### config.mk
export PLATFORM = sky130hd
export DESIGN_NAME = ariscv_aclk_seq
export DESIGN_NICKNAME = d
export VERILOG_FILES = /design/src/rtl/ariscv_aclk_pkg.sv /design/src/rtl/ariscv_aclk_dly_cnt.sv /design/src/rtl/ariscv_aclk_seq.sv
export SDC_FILE = /design/constraint.sdc
export NUM_CORES = 1
export LEC_CHECK = 0
export CORE_ASPECT_RATIO = 1.75
export CORE_MARGIN = 2
export CORE_UTILIZATION = 55
export CTS_CLUSTER_DIAMETER = 40
export DETAILED_ROUTE_END_ITERATION = 8
export PLACE_DENSITY = 0.77
export SLEW_MARGIN = 20
export SYNTH_ARGS = -nofsm -noshare
export SYNTH_HDL_FRONTEND = slang
export SYNTH_HIERARCHICAL = 1
export SYNTH_SLANG_ARGS = --single-unit
export TNS_END_PERCENT = 1
### constraint.sdc
create_clock -name clk -period 2.5 [get_ports clk]
set_clock_uncertainty 0.05 [all_clocks]
set_input_delay 0.5 -clock clk [delete_from_list [all_inputs] [get_ports clk]]
set_output_delay 0.5 -clock clk [all_outputs]
set_load 0.02 [all_outputs]
### src/rtl/ariscv_aclk_pkg.sv
`default_nettype none
// ============================================================================
// Module     : ariscv_aclk_pkg
// Description: Shared types and helpers for the ariscv stage-clock sequencer.
//              aclk_seq_state_e : sequencer FSM encoding (IDLE/WAIT/FIRE)
//              idx_w(n)         : index width for n items, never below 1
// Revision   : 1.0 - initial release
// ============================================================================
package ariscv_aclk_pkg;

    typedef enum logic [1:0] {
        IDLE = 2'd0,
        WAIT = 2'd1,
        FIRE = 2'd2
    } aclk_seq_state_e;

    function automatic int idx_w(input int n);
        int w;
        w = $clog2(n);
        return (w < 1) ? 1 : w;
    endfunction

endpackage
`default_nettype wire

### src/rtl/ariscv_aclk_dly_cnt.sv
`default_nettype none
// ============================================================================
// Module     : ariscv_aclk_dly_cnt
// Description: Loadable down-counter holding the matched delay of the stage
//              currently waiting. Saturates at zero.
// Ports      : clk, rst_sync    - clock / synchronous active-high reset
//              i_load           - load i_load_val (has priority over i_dec)
//              i_load_val       - value to load
//              i_dec            - decrement by one when non-zero
//              o_zero           - count is zero
// Revision   : 1.0 - initial release
// ============================================================================
module ariscv_aclk_dly_cnt #(
    parameter int DLY_NBW = 4
) (
    input  logic               clk,
    input  logic               rst_sync,
    input  logic               i_load,
    input  logic [DLY_NBW-1:0] i_load_val,
    input  logic               i_dec,
    output logic               o_zero
);

    logic [DLY_NBW-1:0] cnt_q;
    logic [DLY_NBW-1:0] cnt_d;

    always_comb begin
        cnt_d = cnt_q;
        if (i_load) begin
            cnt_d = i_load_val;
        end else if (i_dec && (cnt_q != '0)) begin
            cnt_d = cnt_q - 1'b1;
        end
    end

    always_ff @(posedge clk) begin
        if (rst_sync) begin
            cnt_q <= '0;
        end else begin
            cnt_q <= cnt_d;
        end
    end

    assign o_zero = (cnt_q == '0);

endmodule
`default_nettype wire

### src/rtl/ariscv_aclk_seq.sv
`default_nettype none
// ============================================================================
// Module     : ariscv_aclk_seq
// Description: Synchronous stage-clock sequencer. Emits one-hot, single-cycle,
//              non-overlapping pulses o_aclk[0..NSTAGES-1] in order, each
//              stage preceded by a programmable matched delay and gated by a
//              per-stage stall.
// Ports      : clk, rst_sync  - clock / synchronous active-high reset
//              i_en           - run request (sampled in IDLE and FIRE only)
//              i_stall        - per-stage hold, only o_stage's bit matters
//              i_cfg_we/idx/dly - delay-register write port
//              o_aclk         - one-hot stage pulse
//              o_stage        - stage waiting / next to fire
//              o_busy         - FSM not idle
//              o_wrap         - pulse with the last stage's o_aclk
//              o_round_cnt    - completed rounds (ARISCV_ACLK_SEQ_CNT_EN only)
// Options    : `define ARISCV_ACLK_SEQ_CNT_EN adds the round counter.
// Revision   : 1.0 - initial release
// ============================================================================
module ariscv_aclk_seq
    import ariscv_aclk_pkg::*;
#(
    parameter  int NSTAGES     = 6,
    parameter  int DLY_NBW     = 4,
    parameter  int DLY_DEFAULT = 1,
    parameter  int CNT_NBW     = 8,
    localparam int IDXW        = idx_w(NSTAGES)
) (
    input  logic               clk,
    input  logic               rst_sync,
    input  logic               i_en,
    input  logic [NSTAGES-1:0] i_stall,
    input  logic               i_cfg_we,
    input  logic [IDXW-1:0]    i_cfg_idx,
    input  logic [DLY_NBW-1:0] i_cfg_dly,
    output logic [NSTAGES-1:0] o_aclk,
    output logic [IDXW-1:0]    o_stage,
`ifdef ARISCV_ACLK_SEQ_CNT_EN
    output logic [CNT_NBW-1:0] o_round_cnt,
`endif
    output logic               o_busy,
    output logic               o_wrap
);

    localparam logic [IDXW-1:0]    c_last_stage = IDXW'(NSTAGES - 1);
    localparam logic [NSTAGES-1:0] c_one_hot0   = NSTAGES'(1);

    aclk_seq_state_e    state_q, state_d;
    logic [IDXW-1:0]    stage_q, stage_d;
    logic [NSTAGES-1:0] aclk_q,  aclk_d;
    logic               wrap_q,  wrap_d;
    logic [DLY_NBW-1:0] dly_q [NSTAGES];
    logic [DLY_NBW-1:0] dly_d [NSTAGES];

    logic               w_cnt_load;
    logic [DLY_NBW-1:0] w_cnt_load_val;
    logic               w_cnt_dec;
    logic               w_cnt_zero;
    logic [IDXW-1:0]    w_next_stage;

    assign w_next_stage = (stage_q == c_last_stage) ? '0 : stage_q + 1'b1;

    // Delay registers. Out-of-range indices match no entry and are dropped.
    // The counter loads from dly_q, so a same-cycle write is seen only by
    // the following load.
    always_comb begin
        for (int s = 0; s < NSTAGES; s++) begin
            dly_d[s] = dly_q[s];
            if (i_cfg_we && (i_cfg_idx == IDXW'(s))) begin
                dly_d[s] = i_cfg_dly;
            end
        end
    end

    // o_aclk/o_wrap are registered decodes of the FIRE state, so the pulse
    // appears the cycle after FIRE, coincident with o_stage advancing.
    always_comb begin
        state_d        = state_q;
        stage_d        = stage_q;
        aclk_d         = '0;
        wrap_d         = 1'b0;
        w_cnt_load     = 1'b0;
        w_cnt_load_val = dly_q[stage_q];
        w_cnt_dec      = 1'b0;
        case (state_q)
            IDLE: begin
                if (i_en) begin
                    state_d    = WAIT;
                    w_cnt_load = 1'b1;
                end
            end
            WAIT: begin
                if (!w_cnt_zero) begin
                    w_cnt_dec = 1'b1;
                end else if (!i_stall[stage_q]) begin
                    state_d = FIRE;
                end
            end
            FIRE: begin
                aclk_d         = c_one_hot0 << stage_q;
                wrap_d         = (stage_q == c_last_stage);
                stage_d        = w_next_stage;
                w_cnt_load_val = dly_q[w_next_stage];
                if (i_en) begin
                    state_d    = WAIT;
                    w_cnt_load = 1'b1;
                end else begin
                    state_d    = IDLE;
                end
            end
            default: begin
                state_d = IDLE;
            end
        endcase
    end

    always_ff @(posedge clk) begin
        if (rst_sync) begin
            state_q <= IDLE;
            stage_q <= '0;
            aclk_q  <= '0;
            wrap_q  <= 1'b0;
            for (int s = 0; s < NSTAGES; s++) begin
                dly_q[s] <= DLY_NBW'(DLY_DEFAULT);
            end
        end else begin
            state_q <= state_d;
            stage_q <= stage_d;
            aclk_q  <= aclk_d;
            wrap_q  <= wrap_d;
            dly_q   <= dly_d;
        end
    end

    ariscv_aclk_dly_cnt #(
        .DLY_NBW    (DLY_NBW)
    ) u_dly_cnt (
        .clk        (clk),
        .rst_sync   (rst_sync),
        .i_load     (w_cnt_load),
        .i_load_val (w_cnt_load_val),
        .i_dec      (w_cnt_dec),
        .o_zero     (w_cnt_zero)
    );

`ifdef ARISCV_ACLK_SEQ_CNT_EN
    logic [CNT_NBW-1:0] round_cnt_q, round_cnt_d;

    // Counts on the same edge that raises o_wrap; wraps modulo 2^CNT_NBW.
    always_comb begin
        round_cnt_d = round_cnt_q + CNT_NBW'(wrap_d);
    end

    always_ff @(posedge clk) begin
        if (rst_sync) begin
            round_cnt_q <= '0;
        end else begin
            round_cnt_q <= round_cnt_d;
        end
    end

    assign o_round_cnt = round_cnt_q;
`endif

    assign o_aclk  = aclk_q;
    assign o_wrap  = wrap_q;
    assign o_stage = stage_q;
    assign o_busy  = (state_q != IDLE);

endmodule
`default_nettype wire

* Word-level counts from Yosys, hierarchy flattened
Cells that the tools add are included. Widths: inputs -> output; s select.
Cells by class: $add $sub $neg 2, magnitude comparators 3, equal/unequal tests 11, shift operators 1, muxes and demuxes 21, bitwise gates (word level) 3, reductions and logical operators 16
Operators by type and width (number):
- $mux 4 | 7
- $bmux 4 s3 | 2
- $eq 3x3->1 const B | 3
- $ge 4x4->1 const B | 2
- $not 3->4 | 2
- $logic_and 1x1->1 | 7
- $eq 3x2->1 const B | 2
- $mux 1 | 6
- $mux 2 | 3
- $ne 2x2->1 const B | 3
- $pmux 2 s3 | 1
- $shl 1x3->6 const A | 1
- $logic_not 4->1 | 1
- $lt 3x4->1 const B | 1
- $reduce_bool 2->1 | 2
- $reduce_bool 4->1 | 1
- $reduce_or 2->1 | 2
- $sub 4x1->4 const B | 1
- $add 3x1->3 const B | 1
- $bmux 1 s3 | 1
- $eq 3x1->1 const B | 1
- $logic_not 3->1 | 1
- $mux 3 | 1
- $reduce_and 3->1 | 1
- other kinds (4) | 4
Storage, ports and cells: register bits after elaboration 40, input bits 17, output and inout bits 11, word-level logic and storage cells 68

* Depth between registers and ports, before layout
depth after elaboration 8, gate-level depth with buffers 9, gate-level depth less buffers 8

* By module
Netlist, hierarchy kept.
Modules (own cells, without submodules):
- ariscv_aclk_seq | instances 1, cells an instance 191, area each 1895.6 um^2, sequential area each 720.7 um^2
- ariscv_aclk_dly_cnt | instances 1, cells an instance 29, area each 262.8 um^2, sequential area each 80.1 um^2

* Worst setup path before layout
No wires, ideal clock.
kind register -> register, from reg u_dly_cnt.cnt_q[1], to reg u_dly_cnt.cnt_q[3], setup time 126 ps, arrival 1850 ps, required time 2324 ps, slack 474 ps, stages on the path, launching flop included 9, buffers on the path 0, clock period less this slack 2026 ps, cells stage by stage dfxtp_1 -> inv_1 -> ha_1 -> or3b_4 -> inv_1 -> nor2_1 -> nor4b_2 -> mux2i_1 -> a211oi_1
On the way: cells in the longest elaborated chain, start to end 5, elaborated cells between the ends (all ways) 9, classes of those cells add/sub: 1; mux: 4; reduce/logical: 4
Ends and longest elaborated chain:
- from (decl) | line ariscv_aclk_dly_cnt.sv:24 | logic [DLY_NBW-1:0] cnt_q;
- from (signal assigned) | line ariscv_aclk_dly_cnt.sv:40 | cnt_q <= cnt_d;
- $logic_not 4->1 | line ariscv_aclk_dly_cnt.sv:44 | assign o_zero = (cnt_q == '0);
- net w_cnt_zero | line ariscv_aclk_seq.sv:58 | logic w_cnt_zero;
- $mux 1 | line ariscv_aclk_seq.sv:93 | if (!w_cnt_zero) begin
- $mux 1 | line ariscv_aclk_seq.sv:85 | case (state_q)
- net w_cnt_dec | line ariscv_aclk_seq.sv:57 | logic w_cnt_dec;
- $logic_and 1x1->1 | line ariscv_aclk_dly_cnt.sv:31 | end else if (i_dec && (cnt_q != '0)) begin
- $reduce_bool 2->1 (no line)
The timed path passes the listed nets, and every way through them passes these cells. The select of a mux whose other input is x is not followed. A chain may end at the register's enable or synchronous reset.

* Final worst setup path
from reg stage_q[0], in the netlist o_stage[0], to out o_stage[0]
RTL lines:
- from (decl) | line ariscv_aclk_seq.sv:49 | logic [IDXW-1:0] stage_q, stage_d;
- from (signal assigned) | line ariscv_aclk_seq.sv:128 | stage_q <= stage_d;
- to (decl) | line ariscv_aclk_seq.sv:37 | output logic [IDXW-1:0] o_stage,
No word-level cell between the ends.

==> flow_summary.json <==
{
  "synth_cell_types": 46,
  "path_max_fanout": 12,
  "grt_pass1_wl_um": 6990,
  "cts_sinks": 40,
  "slowest_delay_ns": 0.72,
  "cp_top_family": "buffers and inverters",
  "synth.most_common_cell": "dfxtp_1",
  "synth_xor_xnor_area_share_pct": 0.406,
  "clock.fmax_mhz": 440,
  "r2r_start": "u_dly_cnt/cnt_q[0]$_SDFFE_PP0P_",
  "first_global_vias": 1499,
  "path_clk_slew_ns": 0.08,
  "slowest_stage": "clkdlybuf4s50_1",
  "track_usage_pct": 20.9,
  "synth_ff_type": "dfxtp_1",
  "yosys.area.top_type": "dfxtp_1",
  "hold_violations": 0,
  "postCtsSetupRepairBufs": 0,
  "yosysSeqAreaShare_pct": 37.1,
  "vias": 1655,
  "busiest_layer": "met2",
  "synth_area_leaders": "dfxtp_1 37%, mux2i_1 17%, nor2_1 5.2%",
  "grt_use_met1_pct": 24.1,
  "p_clk_share_pct": 33.9,
  "maxCapViolations": 0,
  "portBuffers": 27,
  "core_um2": 3830,
  "cp.arrival_ns": 1.72,
  "gp_congestion": 0.784,
  "grt_max_degree": 22,
  "ios": 28,
  "area_growth_pct": 17.6,
  "synthesis.area_um2": 2160,
  "combPwrFrac_pct": 14.8,
  "synth.avg_cell_area_um2": 9.81,
  "cts_tree": "built",
  "viasPerCell": 5.57,
  "drcViolationCount": 0,
  "postCtsHoldBufs": 0,
  "synth_top_family_by_area": "simple AND/OR/NAND/NOR gates",
  "finalCritPeriodShare_pct": 90.9,
  "hold_class": "flip-flop to flip-flop",
  "tns_ns": 0,
  "dp.cells": 289,
  "slew_headroom_pct": 59.5,
  "required_ns": 1.95,
  "wl_per_cell_um": 14.5,
  "p_total_w": 0.00131,
  "routed_wl_um": 4290,
  "drt-initial-drc-count": 31,
  "hp-start": "dly_q[18]$_SDFFE_PP0P_",
  "grtUsageMet2_pct": 37.7,
  "p_leak_nw": 0.920,
  "synth-edff-count": 0,
  "antenna_found_initial": 0,
  "post_cts_resized": 0,
  "clkLatencyLatePin_ns": 0.29,
  "synthDominantCellAreaShare_pct": 37.1,
  "path_class": "flip-flop to output pin",
  "cts_root_buf": "clkbuf_8",
  "path_cells": "clkdlybuf4s50_1",
  "nNetsFinal": 266,
  "setup_viol": 0,
  "worst_setup_path_end_kind": "output pin",
  "vdd_ir_drop_max_mv": 0.517,
  "ant_nets": 0,
  "post-route-min-period_ns": 2.27,
  "synthArstFlopShare_pct": 0,
  "cp_num_buf_inv": 1,
  "synth_commonest_cells": "40 x dfxtp_1, 36 x mux2i_1, 30 x nor2_1",
  "synth_compound_area_share_pct": 13.2,
  "seqPwrFrac_pct": 51.3,
  "gr-total-overflow": 0,
  "p_int_w": 0.000974,
  "drive_above_1_share_pct": 13.7,
  "synth_cells": 220,
  "hpwl_um": 3250,
  "final_cells": 297,
  "status": "finished clean",
  "fp.dieW_um": 51.4,
  "yosys_warnings": 6,
  "crit_start": "o_stage[0]$_SDFFE_PP0N_",
  "synth_adder_area_share_pct": 0.580,
  "clock_path_buffers": 2,
  "yosys.area_share.simple_pct": 21.3,
  "synth.ff_latch_count": 40,
  "tightest_slew_ns": 0.606,
  "dr.pass1.iters": 4,
  "swShare_pct": 25.6,
  "start_util_pct": 56.4,
  "die_area_um2": 4460,
  "rows": 30,
  "cts_buffers": 5,
  "fp.dieH_um": 86.9,
  "met3_usage_pct": 3.78,
  "n_antenna_cell": 0,
  "critPathLaunchType": "flip-flop",
  "finalMaxSlewViolations": 0,
  "syn-num-nets": 238,
  "synth_mux_area_share_pct": 20.9,
  "power.switching_w": 0.000336,
  "power_density_nw_per_um2": 516,
  "rsz0062_at_grt": "no",
  "cts-htree-levels": 2
}
cell families (layout without fill, tap and decap cells):
kind of cell,after synthesis,after routing
AO/OA/AOI/OAI,34,34
XOR/XNOR,1,1
adder cells (fa/ha/maj),1,1
buffers and inverters,23,52
flip-flops,40,40
multiplexers,41,41
AND/OR/NAND/NOR,80,80
path summary, 6_finish.rpt:
check / to / slack [ns] / cells past startpoint
worst max-delay path: o_stage[0] / 0.23 / 1
worst min register to register: dly_q[18]$_SDFFE_PP0P_ / 0.45 / 2
worst max register to register: u_dly_cnt/cnt_q[3]$_SDFFE_PP0P_ / 0.27 / 8
worst min-delay path: dly_q[18]$_SDFFE_PP0P_ / 0.45 / 2
state kept, by name (all words and copies together), names as in the netlist:
| name | count |
|---|---|
| dly_q | 24 |
| o_aclk | 6 |
| u_dly_cnt/cnt_q | 4 |
| o_stage | 3 |
| state_q | 2 |
| o_wrap | 1 |
area by class of cell:
type	instances	area, um2
fillers	322	1290
multi-input cells	157	1210
flip-flops and latches	40	801
repair buffers	36	338
clock buffers	7	86.3
well taps	48	60.1
inverters	8	30.0
clock inverters	1	7.51
cells in the final DEF (no fill, tap or decap), types with 2 or more instances in the layout:
cell type and count:
inv_1 7, nand3_1 2, a221o_1 3, a21oi_1 12, o211ai_1 5, nor4b_4 2
mux2i_1 36, nand4b_1 3, buf_4 9, nor3b_1 2, dfxtp_1 40, nand2_1 18
a311oi_1 2, clkbuf_8 6, nor3_1 3, nor4bb_1 2, a21o_1 2, o32ai_1 3
nor2_1 30, nand2b_1 4, mux2_4 3, nor4_1 3, mux4_2 2, clkdlybuf4s50_1 27
nor2b_1 3
per-layer routing:
metal	part of all wire [%]	up-vias	routed length (um)
met5	0	-	0
met4	2.2	0	93
met3	3.1	8	131
met2	54	42	2320
met1	41	758	1740
li1	-	847	-
worst min-delay path, delay by kind of cell (launching register included):
family	cells	cell delay [ns]
DFF	1	0.33
muxes	1	0.06
and+or+nand+nor	1	0.07
per-stage QoR:
step | hold slack (ns) | setup slack, ns | utilization [%] | instance area (um2)
2_1_floorplan | 0.392 | 0.474 | - | 2160
3_3_place_gp | 0.417 | 0.376 | 63.8 | 2440
3_5_place_dp | 0.432 | 0.294 | 63.8 | 2440
4_1_cts | 0.450 | 0.233 | 66.3 | 2540
5_1_grt | 0.477 | 0.0777 | 66.3 | 2540
6_report | 0.446 | 0.228 | 66.3 | 2540
power by group through the flow:
stage / combinational (W) / sequential, W / clock (W)
final: 0.000193 / 0.000672 / 0.000444
after global placement: 0.000190 / 0.000687 / 0
after global routing: 0.000214 / 0.000675 / 0.000475
after floorplan: 0.000134 / 0.000682 / 0
after detailed placement: 0.000193 / 0.000687 / 0
after CTS: 0.000194 / 0.000672 / 0.000451
Power figures use the tool's default switching activity.
